==> src/rtl/led_pwm.sv <==
// Multi-channel LED PWM with shadowed duty registers committed at frame boundaries.
// Define LED_PWM_FADE_EN to step each active duty one count toward its target per frame.
module led_pwm #(
    parameter int NUM_LEDS = 11,
    parameter int PWM_BITS = 8,
    parameter int PRESCALE = 125
) (
    input  logic                clk,
    input  logic                rst,
    input  logic                wr_en,
    input  logic [3:0]          wr_addr,
    input  logic [PWM_BITS-1:0] wr_data,
    output logic                wr_ready,
    output logic                frame_start,
    output logic [NUM_LEDS-1:0] ledc
);

    localparam int              PS_W     = (PRESCALE > 1) ? $clog2(PRESCALE) : 1;
    localparam logic [PS_W-1:0] PS_LAST  = PS_W'(PRESCALE - 1);
    localparam logic [PWM_BITS-1:0] PWM_LAST = {{(PWM_BITS-1){1'b1}}, 1'b0};

    logic [PS_W-1:0]     r_presc;
    logic [PWM_BITS-1:0] r_pwm;
    logic                r_frame_start;
    logic [NUM_LEDS-1:0] r_ledc;
    logic [PWM_BITS-1:0] r_shadow [NUM_LEDS];
    logic [PWM_BITS-1:0] r_active [NUM_LEDS];

    logic                w_step;
    logic                w_wrap;
    logic                w_wr_acc;
    logic [PWM_BITS-1:0] w_act_nxt [NUM_LEDS];
    logic [PWM_BITS-1:0] w_duty    [NUM_LEDS];
    logic [NUM_LEDS-1:0] w_ledc_nxt;

    assign w_step      = (r_presc == PS_LAST);
    assign w_wrap      = w_step && (r_pwm == PWM_LAST);
    assign wr_ready    = ~r_frame_start;
    assign w_wr_acc    = wr_en && wr_ready;
    assign frame_start = r_frame_start;
    assign ledc        = r_ledc;

    // During the commit cycle the compare already uses the incoming duty,
    // so the first step of the new frame is never drawn with the old value.
    always_comb begin
        w_ledc_nxt = '0;
        for (int i = 0; i < NUM_LEDS; i++) begin
`ifdef LED_PWM_FADE_EN
            if (r_active[i] < r_shadow[i]) begin
                w_act_nxt[i] = r_active[i] + 1'b1;
            end else if (r_active[i] > r_shadow[i]) begin
                w_act_nxt[i] = r_active[i] - 1'b1;
            end else begin
                w_act_nxt[i] = r_active[i];
            end
`else
            w_act_nxt[i] = r_shadow[i];
`endif
            w_duty[i]     = r_frame_start ? w_act_nxt[i] : r_active[i];
            w_ledc_nxt[i] = (r_pwm < w_duty[i]);
        end
    end

    always_ff @(posedge clk or posedge rst) begin
        if (rst) begin
            r_presc       <= '0;
            r_pwm         <= '0;
            r_frame_start <= 1'b0;
            r_ledc        <= '0;
        end else begin
            r_presc <= w_step ? '0 : r_presc + 1'b1;
            if (w_step) begin
                r_pwm <= (r_pwm == PWM_LAST) ? '0 : r_pwm + 1'b1;
            end
            r_frame_start <= w_wrap;
            r_ledc        <= w_ledc_nxt;
        end
    end

    // Out-of-range addresses match no channel and are silently dropped.
    always_ff @(posedge clk or posedge rst) begin
        if (rst) begin
            for (int i = 0; i < NUM_LEDS; i++) begin
                r_shadow[i] <= '0;
                r_active[i] <= '0;
            end
        end else begin
            for (int i = 0; i < NUM_LEDS; i++) begin
                if (w_wr_acc && (wr_addr == 4'(i))) begin
                    r_shadow[i] <= wr_data;
                end
                if (r_frame_start) begin
                    r_active[i] <= w_act_nxt[i];
                end
            end
        end
    end

endmodule

==> config.mk <==
export PLATFORM = sky130hd
export DESIGN_NAME = led_pwm
export DESIGN_NICKNAME = d
export VERILOG_FILES = /design/src/rtl/led_pwm.sv
export SDC_FILE = /design/constraint.sdc
export NUM_CORES = 1
export LEC_CHECK = 0
export CAP_MARGIN = 40
export CORE_ASPECT_RATIO = 0.8
export CORE_UTILIZATION = 40
export DETAILED_ROUTE_END_ITERATION = 8
export PLACE_DENSITY = 0.6
export SLEW_MARGIN = 15
export SYNTH_ARGS = -nofsm -noshare
export SYNTH_HDL_FRONTEND = slang
export SYNTH_SLANG_ARGS = --single-unit
==> constraint.sdc <==
create_clock -name clk -period 8.4 [get_ports clk]
set_clock_uncertainty 0.1 [all_clocks]
set_input_delay 0.84 -clock clk [delete_from_list [all_inputs] [get_ports clk]]
set_output_delay 0.84 -clock clk [all_outputs]
set_load 0.005 [all_outputs]
* Word level (Yosys, flattened, before mapping)
Cells that the tools add are included.
** Word-level totals
- Logic and storage cells :: 79
- Register bits :: 203
- Bits of input ports :: 15
- Output and inout port bits :: 13
** Operators by class
- Order comparisons :: 11
- Mux-type cells :: 13
- Bitwise operators :: 1
- Reduce and logical (&&, ||, !) cells :: 14
- $add $sub $neg :: 2
- Equal/unequal tests :: 12
** Operators with widths (number)
- 2-to-1 mux 8 bit :: 12
- < comparator 8 bit :: 11
- == test 4 x 3 -> 1 bit, second input constant :: 4
- logical AND 1 bit :: 13
- == test 4 bit, second input constant :: 3
- adder 8 x 1 -> 8 bit, second input constant :: 1
- == test 4 x 2 -> 1 bit, second input constant :: 2
- == test 8 bit, second input constant :: 1
- adder 7 x 1 -> 7 bit, second input constant :: 1
- == test 7 bit, second input constant :: 1
- 2-to-1 mux 7 bit :: 1
- == test 4 x 1 -> 1 bit, second input constant :: 1
- zero test 4 bit :: 1
- inverter 1 bit :: 1

* Depth between registers and ports, before layout
- Depth after elaboration :: 3
- Gate-level depth with buffers :: 10
- Depth with buffers taken out :: 6

* Worst setup path after synthesis
No wires, ideal clock.
- Kind :: flip-flop to flip-flop
- From :: register r_frame_start, in the netlist frame_start
- To :: register r_ledc[1], in the netlist ledc[1]
- Data required time :: 8.235 ns
- Buffers on the path :: 4
- Clock period less this slack :: 2.441 ns
- Path slack :: 5.959 ns
- Data arrival time :: 2.276 ns
- Setup time :: 0.065 ns
- Cell stages (with the launch flop) :: 10
- Cells stage by stage :: dfrtp_1 > buf_6 > buf_6 > buf_4 > buf_2 > mux2i_1 > ha_1 > a21o_1 > a2111oi_0 > o21a_1
** Between the ends
- Longest elaborated chain between the ends :: 2
** Ends and longest elaborated chain
- start, declared :: line 24 : logic r_frame_start;
- start signal, assigned :: line 75 : r_frame_start <= w_wrap;
- 2-to-1 mux 8 bit
- < comparator 8 bit :: line 60 : w_ledc_nxt[i] = (r_pwm < w_duty[i]);
- via w_ledc_nxt[1] :: line 34 : logic [NUM_LEDS-1:0] w_ledc_nxt;
- end signal, assigned :: line 76 : r_ledc <= w_ledc_nxt;
- end, declared :: line 25 : logic [NUM_LEDS-1:0] r_ledc;
The timed path passes the listed nets, and every way through them passes these cells.
A chain may end at the register's enable or synchronous reset.

* Worst setup path in the final report
- From :: register r_frame_start, in the netlist frame_start
- To :: register r_ledc[10], in the netlist ledc[10]
The elaborated chain is that of the path after synthesis.

==> impl_metrics.csv <==
group,metric,value,unit
outcome,status,"completed",
placement,place.gp.congestion,0.718,
pwr,sw_frac_of_total,0.226,
pwr,internal_power,1.70,mW
critical_path,worstReg2RegStart,"frame_start",
clocking,cts_max_level,1,
placement,io_buffers,27,
clocking,clk_pin_slew,60,ps
grt,grt_pass1_wl,32300,um
worst_hold_path,hp-start,"r_active[45]",
sta,finalSetupViolCount,0,
synthesis,synth_ff_type,"dfrtp_1",
synthesis,synth_area_leaders,"dfrtp_1 53%, ha_1 11%, mux2_2 11%",
worst_hold_path,hold_path_end,"r_active[45]",
synthesis,synth-compound-area-share,0.0593,
synthesis,ys_seq_area_frac,0.532,
sta,timing.slew.headroom,0.437,
pwr,ir_worst_vdd,198,uV
grt,antenna_found_initial,1,
clocking,cts_setup_buffers,0,
route,drtIter0Drc,293,
floorplan,dieArea,24500,um^2
route,vias,5552,
clocking,clk_latency,510,ps
pwr,leakagePower,5.63,nW
sta,slew_viol_final,0,
critical_path,cp-start-kind,"flop",
worst_hold_path,hold_depth,2,
worst_hold_path,hp-class,"reg -> reg",
clocking,clk_path_buf_depth,3,
synthesis,synth-edff-count,0,
placement,dp.final_hpwl,12100,um
clocking,cts.sinks,203,
synthesis,synthXorXnorAreaFrac,0.00275,
floorplan,die_h,140,um
floorplan,num_io_pins,28,
floorplan,rows,50,
floorplan,die_w,175,um
sta,rsz0062_at_grt,"false",
critical_path,regToRegEndpoint,"ledc[10]",
critical_path,crit_type,"reg -> reg",
sta,setup_tns,0,ps
synthesis,synthSimpleGateAreaFrac,0.0528,
route,wl_per_cell,17.7,um
sta,fin_crit,3160,ps
critical_path,worstPathArrival,3500,ps
critical_path,worst_ep_required_time,8740,ps
clocking,clock-root-buffer,"clkbuf_16",
sta,hold_viol,0,
pwr,p_switching,0.495,mW
sta,max_freq,317,MHz
synthesis,yosysTopAreaCellShare,0.532,
layout,multi_input_area,4030,um^2
grt,grt_usage,0.169,
critical_path,ff2ff_setup_slack,5240,ps
sta,holdWs,382,ps
synthesis,synth.distinct_cells,45,
synthesis,yosys_warnings,0,
floorplan,start_util,0.408,
route,vias_per_cell,4.98,
synthesis,yosys.area.top_type,"dfrtp_1",
synthesis,syn-num-nets,846,
critical_path,rr_worst_depth,7,
synthesis,synth_mux_area_frac,0.201,
layout,n_fill_cell,2198,
synthesis,synth.avg_cell_area,12.7,um^2
synthesis,synthArstFlopShare,1.00,
route,firstDrtPassIters,4,
layout,syn_to_final_growth,14.0,%
synthesis,syn_inst,750,
critical_path,crit_path_end_kind,"flop",
synthesis,ys_ff_latch,203,
route,drc,0,
layout,layout-drive-gt1-share,0.189,
sta,fin_crit_sh,0.376,
pwr,power_density,202,nW/um^2
layout,register_area,5080,um^2
flow_run,drv_cap,0,
clocking,cts_tree,"yes",
sta,worst_slew_pin_slew,844,ps
grt,grt-ovfl-total,0,
grt,grt_max_degree,75,
layout,final_net_count,884,
route,antenna_left,0,
pwr,p_seq_frac,0.513,
pwr,combPwrFrac,0.068,
route,wl,19700,um
pwr,p_clk_frac,0.419,
synthesis,netlist_area,9540,um^2
synthesis,synth-adder-area-share,0.106,
critical_path,path_max_fanout,45,
clocking,cts_resized,0,
synthesis,synth_top_family_by_area,"multiplexers",
grt,first_global_vias,5643,
clocking,cts_buffers,22,
clocking,holdBufCountCts,0,
floorplan,coreArea,23400,um^2
-- registers in the layout (all words and copies together), names as in the netlist --
register     cells
ledc            11
r_shadow        88
r_presc          7
r_active        88
r_pwm            8
frame_start      1
-- cell usage after synthesis, types with 6 or more instances --
cell type	count
a2111oi_0	8
a211oi_1	8
a21o_1	8
a21oi_1	23
and3_1	6
buf_2	10
clkbuf_1	9
dfrtp_1	203
ha_1	81
inv_1	82
mux2_2	89
mux2_4	9
mux2i_1	77
nand2_1	34
nand2_2	6
nand3_1	16
nor2_1	15
o21a_1	8
o21ai_0	13
-- cells by family (layout without fill, tap and decap cells) --
| kind of cell | Yosys count | in the layout |
|---|---|---|
| AOI/OAI and AO/OA | 85 | 85 |
| xor gates and xnor gates | 3 | 3 |
| adders and majority gates | 81 | 81 |
| buffers and inverters | 105 | 156 |
| DFF | 203 | 203 |
| muxes | 176 | 176 |
| other | 0 | 1 |
| and+or+nand+nor | 97 | 97 |
-- per-stage QoR --
| stage | utilization | instances | worst slack [ps] | total power [mW] | area, um^2 |
|---|---|---|---|---|---|
| after global routing | 0.465 | 1113 | 5010 | 2.29 | 10900 |
| after floorplan | - | 750 | 1920 | 1.25 | 9540 |
| final | 0.465 | 1114 | 5240 | 2.19 | 10900 |
| after CTS | 0.463 | 1111 | 4900 | 2.22 | 10800 |
| after detailed placement | 0.435 | 1074 | 4940 | 1.30 | 10200 |
| after global placement | 0.433 | 1073 | 4920 | 1.29 | 10100 |
-- area by class of cell --
type,count,area share
sequential,203,0.467
multi-input combinational,442,0.370
clock buffer,33,0.0600
tap,312,0.0359
timing repair buffer,37,0.0354
inverter,82,0.0290
clock inverter,4,0.00184
antenna,1,0.000230
-- power by group through the flow --
stage | clock, mW | combinational (mW) | sequential (mW)
2_1_floorplan | 0 | 0.118 | 1.13
3_3_place_gp | 0 | 0.145 | 1.14
3_5_place_dp | 0 | 0.152 | 1.14
4_1_cts | 0.945 | 0.152 | 1.13
5_1_grt | 0.987 | 0.164 | 1.14
6_report | 0.919 | 0.148 | 1.13
-- how the worst max path moves through the flow --
stage / from / endpoint / slack, ps / cells past startpoint
floorplan: rst / frame_start / 1920 / 1
global placement: frame_start / ledc[4] / 4920 / 7
detailed placement: frame_start / ledc[0] / 4940 / 7
CTS: frame_start / ledc[10] / 4900 / 7
global route: frame_start / ledc[0] / 5010 / 7
finish: frame_start / ledc[10] / 5240 / 7
-- critical path: stages (launching register included) --
cell	delay [ps]
dfrtp_4	680
buf_4	710
mux2i_1	360
ha_1	290
a21oi_1	130
nor2_1	50
a2111oi_0	520
o21a_1	210
-- cell usage in the layout (no fill, tap or decap), types with 2 or more instances in the layout --
| cell type | netlist | layout |
|---|---|---|
| o31ai_1 | 2 | 2 |
| o21a_1 | 8 | 8 |
| inv_1 | 82 | 81 |
| nand3b_1 | 3 | 3 |
| and4_1 | 3 | 3 |
| clkinv_2 | 0 | 4 |
| and2_1 | 3 | 3 |
| a211oi_1 | 8 | 8 |
| nand3_1 | 16 | 16 |
| mux2i_1 | 77 | 77 |
| a221oi_1 | 3 | 3 |
| a211o_1 | 3 | 3 |
| nand4_1 | 3 | 3 |
| and3_1 | 6 | 6 |
| clkbuf_8 | 0 | 4 |
| nor2b_1 | 2 | 2 |
| clkdlybuf4s50_1 | 0 | 27 |
| xor2_1 | 2 | 2 |
| dfrtp_1 | 203 | 202 |
| mux2_4 | 9 | 9 |
| clkbuf_16 | 0 | 23 |
| a21oi_1 | 23 | 23 |
| buf_4 | 1 | 7 |
| a21o_1 | 8 | 8 |
| nor2_1 | 15 | 15 |
| a31oi_1 | 3 | 3 |
| clkbuf_1 | 9 | 6 |
| a2111oi_0 | 8 | 8 |
| mux2_2 | 89 | 89 |
| nand2_2 | 6 | 6 |
| nand2_1 | 34 | 34 |
| ha_1 | 81 | 81 |
| o21ai_0 | 13 | 13 |
-- layer usage --
layer  up-vias  part of all wire  track usage
met3        19             0.049       0.0250
met2        66              0.43        0.257
met1      2762              0.50        0.254
met5         -                 0            0
li1       2705                 -            -
met4         0             0.016       0.0371
Power figures use the tool's default switching activity.
